## config.mk

```make
export PLATFORM = sky130hd
export DESIGN_NAME = cache_addr_gen
export DESIGN_NICKNAME = d
export VERILOG_FILES = /design/src/rtl/cache_addr_gen.sv
export SDC_FILE = /design/constraint.sdc
export NUM_CORES = 1
export LEC_CHECK = 0
export CORE_MARGIN = 10
export CORE_UTILIZATION = 29
export DETAILED_ROUTE_END_ITERATION = 16
export GPL_TIMING_DRIVEN = 0
export PLACE_DENSITY = 0.61
export RECOVER_POWER = 50
export SYNTH_ARGS = -nofsm -noshare
export SYNTH_HDL_FRONTEND = slang
export SYNTH_SLANG_ARGS = --single-unit
```

## constraint.sdc

```tcl
create_clock -name clk_i -period 4.3 [get_ports clk_i]
set_input_delay 0.645 -clock clk_i [delete_from_list [all_inputs] [get_ports clk_i]]
set_output_delay 0.645 -clock clk_i [all_outputs]
set_load 0.02 [all_outputs]
```

## src/rtl/cache_addr_gen.sv

```systemverilog
// Address-trace generator feeding the direct-mapped cache: seq / stride / loop / random streams.
// Optional macro ADDR_GEN_RANDOM_EN adds the LFSR-driven random mode; without it mode 11 acts as seq.
module cache_addr_gen #(
    parameter int unsigned LOOP_LEN  = 16,
    parameter logic [15:0] LFSR_SEED = 16'hACE1
) (
    input  logic        clk_i,
    input  logic        rst_i,
    input  logic        start_i,
    input  logic [1:0]  mode_i,
    input  logic [31:0] base_addr_i,
    input  logic [15:0] stride_i,
    input  logic [15:0] count_i,
    input  logic        addr_ready_i,
    output logic [31:0] address_o,
    output logic        addr_valid_o,
    output logic        busy_o,
    output logic        done_o,
    output logic [15:0] issued_o
);

    typedef enum logic [1:0] {
        ST_IDLE = 2'd0,
        ST_RUN  = 2'd1,
        ST_DONE = 2'd2
    } state_e;

    localparam logic [31:0] LOOP_MASK = 32'(LOOP_LEN - 1);

    state_e      state_q, state_d;
    logic [1:0]  mode_q, mode_d;
    logic [31:0] base_q, base_d;
    logic [15:0] stride_q, stride_d;
    logic [15:0] count_q, count_d;
    logic [31:0] addr_q, addr_d;
    logic [15:0] issued_q, issued_d;
    logic [31:0] k_q, k_d;

    logic [31:0] base_aligned_s;
    logic [31:0] first_addr_s;
    logic [31:0] next_addr_s;
    logic [31:0] k_next_s;
    logic        accept_s;

`ifdef ADDR_GEN_RANDOM_EN
    logic [15:0] lfsr_q, lfsr_d;
    logic [15:0] lfsr_next_s;

    // Fibonacci LFSR, taps 16/14/13/11, shifting toward the MSB.
    function automatic logic [15:0] lfsr_step(input logic [15:0] v);
        return {v[14:0], v[15] ^ v[13] ^ v[12] ^ v[10]};
    endfunction

    assign lfsr_next_s = lfsr_step(lfsr_q);
`endif

    assign base_aligned_s = {base_addr_i[31:2], 2'b00};
    assign accept_s       = (state_q == ST_RUN) && addr_ready_i;
    assign k_next_s       = (k_q + 32'd1) & LOOP_MASK;

    // First address of a trace, derived from the config being latched.
    always_comb begin
        first_addr_s = base_aligned_s;
        case (mode_i)
            2'b00:   first_addr_s = base_aligned_s;
            2'b01:   first_addr_s = base_aligned_s;
            2'b10:   first_addr_s = base_aligned_s;
`ifdef ADDR_GEN_RANDOM_EN
            2'b11:   first_addr_s = base_aligned_s + {14'd0, LFSR_SEED, 2'b00};
`else
            2'b11:   first_addr_s = base_aligned_s;
`endif
            default: first_addr_s = base_aligned_s;
        endcase
    end

    // Address presented after the current one is accepted.
    always_comb begin
        next_addr_s = addr_q + 32'd4;
        case (mode_q)
            2'b00:   next_addr_s = addr_q + 32'd4;
            2'b01:   next_addr_s = addr_q + {14'd0, stride_q, 2'b00};
            2'b10:   next_addr_s = base_q + (k_next_s << 2);
`ifdef ADDR_GEN_RANDOM_EN
            2'b11:   next_addr_s = base_q + {14'd0, lfsr_next_s, 2'b00};
`else
            2'b11:   next_addr_s = addr_q + 32'd4;
`endif
            default: next_addr_s = addr_q + 32'd4;
        endcase
    end

    // Trace FSM next-state and datapath update.
    always_comb begin
        state_d  = state_q;
        mode_d   = mode_q;
        base_d   = base_q;
        stride_d = stride_q;
        count_d  = count_q;
        addr_d   = addr_q;
        issued_d = issued_q;
        k_d      = k_q;
`ifdef ADDR_GEN_RANDOM_EN
        lfsr_d   = lfsr_q;
`endif
        case (state_q)
            ST_IDLE: begin
                if (start_i) begin
                    mode_d   = mode_i;
                    base_d   = base_aligned_s;
                    stride_d = stride_i;
                    count_d  = count_i;
                    issued_d = 16'd0;
                    k_d      = 32'd0;
                    addr_d   = first_addr_s;
`ifdef ADDR_GEN_RANDOM_EN
                    lfsr_d   = LFSR_SEED;
`endif
                    if (count_i == 16'd0) begin
                        state_d = ST_DONE;
                    end else begin
                        state_d = ST_RUN;
                    end
                end else begin
                    state_d = ST_IDLE;
                end
            end
            ST_RUN: begin
                if (accept_s) begin
                    issued_d = issued_q + 16'd1;
`ifdef ADDR_GEN_RANDOM_EN
                    lfsr_d   = lfsr_next_s;
`endif
                    if ((issued_q + 16'd1) == count_q) begin
                        state_d = ST_DONE;
                    end else begin
                        state_d = ST_RUN;
                        addr_d  = next_addr_s;
                        k_d     = k_next_s;
                    end
                end else begin
                    state_d = ST_RUN;
                end
            end
            ST_DONE: state_d = ST_IDLE;
            default: state_d = ST_IDLE;
        endcase
    end

    // State and datapath registers with synchronous reset.
    always_ff @(posedge clk_i) begin
        if (rst_i) begin
            state_q  <= ST_IDLE;
            mode_q   <= 2'b00;
            base_q   <= 32'd0;
            stride_q <= 16'd0;
            count_q  <= 16'd0;
            addr_q   <= 32'd0;
            issued_q <= 16'd0;
            k_q      <= 32'd0;
`ifdef ADDR_GEN_RANDOM_EN
            lfsr_q   <= LFSR_SEED;
`endif
        end else begin
            state_q  <= state_d;
            mode_q   <= mode_d;
            base_q   <= base_d;
            stride_q <= stride_d;
            count_q  <= count_d;
            addr_q   <= addr_d;
            issued_q <= issued_d;
            k_q      <= k_d;
`ifdef ADDR_GEN_RANDOM_EN
            lfsr_q   <= lfsr_d;
`endif
        end
    end

    assign address_o    = addr_q;
    assign addr_valid_o = (state_q == ST_RUN);
    assign busy_o       = (state_q == ST_RUN);
    assign done_o       = (state_q == ST_DONE);
    assign issued_o     = issued_q;

endmodule
```

==> impl.org <==
** Job
- Count of max-cap constraint violations :: 0

** Global route
- Met2 track demand over resource :: about 28%
- The via count of the first global-routing pass is 7905.
- For met1 alone, demand over resource in global routing was 23.37%.
- In the global route stage, met3 resource usage came out at 4.795%.
- Overflow left after global routing :: 0
- Entering global routing, the biggest net connects 17 pins.
- For this run, the total global-route usage over all layers was measured as 17.91%.
- The number of antenna violations at the first check in global routing was 0.
- First-pass GRT wire length :: 46840 um
- After global routing, the most crowded layer is met2.

** Min path
- Along the worst hold path, the cell count comes to 2.
- The worst hold path belongs to the class reg2reg.
- For hold timing, the worst endpoint is stride_q[2]$_SDFFE_PP0P_.
- Min-Delay Startpoint :: stride_q[2]$_SDFFE_PP0P_

** STA
- Slew Limit Fails :: 0
- The tightest hold path in the finished design has a slack of around 0.45 ns.
- In the finished design, the share of the clock period the worst path needs comes to between 90% and 100%.
- Slew margin rel. :: 39.46%
- Setup violations remaining at the end of the flow were counted as 0.
- Measured slew at the worst slew-check pin :: 0.9082 ns
- Timing would allow up to 248.3 MHz.
- RSZ-0062 raised after global routing :: false
- Hold Vio Cnt, Final :: 0
- Worst clock skew :: 0.01266 ns
- After layout, the minimum clock period comes to about 4 ns.

** Yosys
- Synthesized instance count :: roughly 1000
- Xor/xnor cell area share of the yosys netlist :: slightly below 6%
- Combinational family with the most area after synthesis :: simple AND/OR/NAND/NOR gates
- Simple-gate portion of the synthesized area :: 27.99%
- Area fraction in compound gates after synthesis :: 24.46%
- Counting flops with an async set or reset pin after synthesis yields a share of 0%.
- During synthesis, Yosys emitted a total of 0 warnings.
- Yosys mapped a number of flops with a built-in enable equal to 0.
- Sequential-to-total area share from yosys stat :: a little under a third
- Post-Synthesis Cell Area :: approximately 7500 um2
- Yosys reg bits :: roughly 120
- In this run the mean area of a mapped cell was between 7 and 8 um2.
- The netlist uses 75 different library cells.
- Adder-cell area share of the yosys netlist :: 4.357%
- Primary FF master, synth :: sky130_fd_sc_hd__dfxtp_1
- Post-synthesis mux area share :: 1.064%

** Setup path
- CP Capture Type :: flop
- Sequence of cells on the critical path :: inv_1, ha_2, or2_2, ha_1, fa_1, a21o_1, a221oi_2, a21oi_1, o31a_1, a221oi_4, buf_4, nor3_1, a211oi_1, o32ai_1
- In this run the critical register-to-register path is captured at address_o[18]$_SDFFE_PP0P_.
- Slack of the worst reg-to-reg path :: roughly 0.27 ns
- Crit path arrival time :: between 4 and 5 ns
- Start of the worst register-to-register path :: mode_q[0]$_SDFFE_PP0P_
- Depth of the worst register-to-register path :: 14
- CP max FO :: 16
- The worst setup path is launched from a flop.
- The worst setup path is of the reg2reg kind.
- Worst Setup SP :: mode_q[0]$_SDFFE_PP0P_
- Slowest cell on crit path :: sky130_fd_sc_hd__ha_2
- The largest single stage delay on the critical path is slightly above 0.4 ns.
- At the worst endpoint, the required time is roughly 4.6 ns.

** Die
- The floorplan step set the die height to roughly 180 um.
- The total area inside the core boundary comes to ~25000 um2.
- Count of pins on the block boundary :: 121
- From left edge to right edge, the die measures approximately 180 um.
- Once the floorplan was initialized, standard cells occupied between 20% and 30% of the core.
- Die Outline Area :: ~33000 um2
- Row generation in the floorplan step produced 58 rows.

** Drt
- The first routing iteration left 860 violations.
- Detailed Routing Iterations Pass 1 :: 6
- Post-DR wirelength/cell :: slightly above 20 um
- After detailed routing, the number of vias per cell comes to 5.504.
- Overall via count from detail_route :: slightly above 8000
- After detailed routing, the number of remaining DRC violations is 0.
- Count of nets left with antenna violations after detail routing :: 0
- For this block, the routed nets add up to around 30000 um of wire.

** Pwr
- Worst supply voltage drop on vdd :: around 0.24 mV
- Power density of the placed cells :: 347.4 nW/um2
- Lkg Pwr :: around 0.0037 uW
- Power Total :: 3378 uW

** Finish
- Leaving out fill and tap cells, the most frequent cells in the layout are sky130_fd_sc_hd__nand2_1 (188), sky130_fd_sc_hd__a21oi_1 (130), sky130_fd_sc_hd__dfxtp_1 (116).
- The net count of the finished layout is 1245.
- Most frequent standard cell in the layout excluding fill and tap cells :: sky130_fd_sc_hd__nand2_1
- Fraction of layout cells with a size suffix above 1 :: a little over 6%
- Antenna diode instance count :: 0
- The filler cells instantiated in the layout total between 2000 and 3000.
- Synthesis-to-finish area growth :: 29.24%

** Status
- Outcome :: complete, no violations

** Clock tree
- TritonCTS created 17 clock buffers.
- CTS tree :: yes
- Counting along the longest clock path gives a buffer depth of 2.
- Clock-pin slew was measured on the worst setup and hold paths at ~0.050 ns.
- Clock network latency to the later pin of the worst-skew pair :: about 0.43 ns
- Number of clock sinks :: roughly 120
- Root Buffer :: sky130_fd_sc_hd__clkbuf_16
- Hold buffers post-CTS :: 0
- The H-tree was split into 4 levels.

** Placed design
- Number of buffers inserted by port buffering :: between 100 and 150
- Summed over all nets, the half-perimeter wirelength after detailed placement is between 20000 and 25000 um.
- Final weighted congestion in routability-driven placement :: approximately 0.95
area by class of cell:
| cell class | count | area (um2) | share of cell area [%] |
|---|---|---|---|
| buffer | 71 | 321.6 | 3.307 |
| clock buffer | 22 | 474.2 | 4.877 |
| clock inverter | 9 | 127.6 | 1.313 |
| inverter | 21 | 78.83 | 0.8107 |
| multi-input combinational | 804 | 4802 | 49.39 |
| sequential | 116 | 2322 | 23.88 |
| tap | 330 | 412.9 | 4.247 |
| timing repair buffer | 119 | 1184 | 12.17 |
flip-flops by register name, indices dropped and copies added (netlist names):
register / cells
stride_q: 16
state_q: 2
k_q: 4
issued_o: 16
address_o: 30
base_q: 30
mode_q: 2
count_q: 16
routing by layer:
layer  vias to the layer above  routed length [um]  part of all wire (%)
met3                        60                2611                   8.6
met4                         0                 769                   2.5
met2                       409               13530                    45
met5                         -                   0                     0
met1                      3815               13300                    44
li1                       3928                   -                     -
how the worst max path moves through the flow:
stage / endpoint / slack [ns] / cells past startpoint
detailed placement: address_o[30]$_SDFFE_PP0P_ / -0.19 / 14
global route: address_o[20]$_SDFFE_PP0P_ / 0.11 / 15
global placement: address_o[30]$_SDFFE_PP0P_ / -0.21 / 14
finish: address_o[18]$_SDFFE_PP0P_ / 0.27 / 14
floorplan: address_o[30]$_SDFFE_PP0P_ / 0.51 / 14
CTS: address_o[30]$_SDFFE_PP0P_ / 0.13 / 14
cell families (layout without fill, tap and decap cells):
kind of cell / Yosys count / after routing
and+or+nand+nor: 438 / 438
AOI/OAI and AO/OA: 281 / 281
DFF: 116 / 116
buffers and inverters: 94 / 242
xor gates and xnor gates: 50 / 50
adders and majority gates: 25 / 25
muxes: 8 / 8
other: 1 / 2
synth_stat cells (7+ instances only):
master	instances	area, um2
sky130_fd_sc_hd__a211oi_1	11	82.58
sky130_fd_sc_hd__a21o_1	8	60.06
sky130_fd_sc_hd__a21oi_1	130	650.6
sky130_fd_sc_hd__a31oi_1	8	50.05
sky130_fd_sc_hd__and3_1	18	112.6
sky130_fd_sc_hd__buf_1	7	26.28
sky130_fd_sc_hd__buf_2	9	45.04
sky130_fd_sc_hd__buf_4	7	52.55
sky130_fd_sc_hd__clkbuf_1	48	180.2
sky130_fd_sc_hd__dfxtp_1	116	2322
sky130_fd_sc_hd__ha_1	23	287.8
sky130_fd_sc_hd__inv_1	20	75.07
sky130_fd_sc_hd__mux2i_1	8	80.08
sky130_fd_sc_hd__nand2_1	188	705.7
sky130_fd_sc_hd__nand3_1	49	245.2
sky130_fd_sc_hd__nand4_1	14	87.58
sky130_fd_sc_hd__nor2_1	58	217.7
sky130_fd_sc_hd__nor2b_1	20	125.1
sky130_fd_sc_hd__nor3_1	26	130.1
sky130_fd_sc_hd__nor3b_1	9	67.56
sky130_fd_sc_hd__nor4_1	15	93.84
sky130_fd_sc_hd__o211ai_1	13	97.59
sky130_fd_sc_hd__o21ai_0	32	160.2
sky130_fd_sc_hd__o221ai_1	12	105.1
sky130_fd_sc_hd__o31ai_1	7	52.55
sky130_fd_sc_hd__or3_1	7	43.79
sky130_fd_sc_hd__xnor2_1	26	227.7
sky130_fd_sc_hd__xor2_1	24	210.2
where the power goes:
group | internal [uW] | switching [uW]
logic | 269 | 409
registers | 1140 | 74.9
clock network | 950 | 530
total | 2360 | 1010
stage by stage:
step                util [%]  instances  area [um2]  setup slack (ns)  setup TNS, ns
CTS                    38.40       1493        9724            0.1326              0
global route           38.39       1492        9723            0.1051              0
detailed placement     35.94       1460        9101           -0.1868        -0.4602
floorplan                  -       1014        7527            0.5124              0
global placement       35.94       1460        9101           -0.2051        -0.7114
finish                 38.39       1492        9723            0.2724              0
what timing repair did:
item                                    CTS  global route
gates resized for setup                   2             1
endpoints found under the hold margin     0             0
endpoints found under the setup margin   12             7
pin swaps                                 1             0
buffers inserted                          3             0
worst max-delay path, delay by kind of cell, from the launching register on:
family	cells	cell delay, ns
adder cells (fa/ha/maj)	3	1.03
flip-flops	1	0.33
buffers and inverters	2	0.24
AO/OA/AOI/OAI	7	1.88
AND/OR/NAND/NOR	2	0.39
No activity file was read; power rests on OpenSTA's default activity.
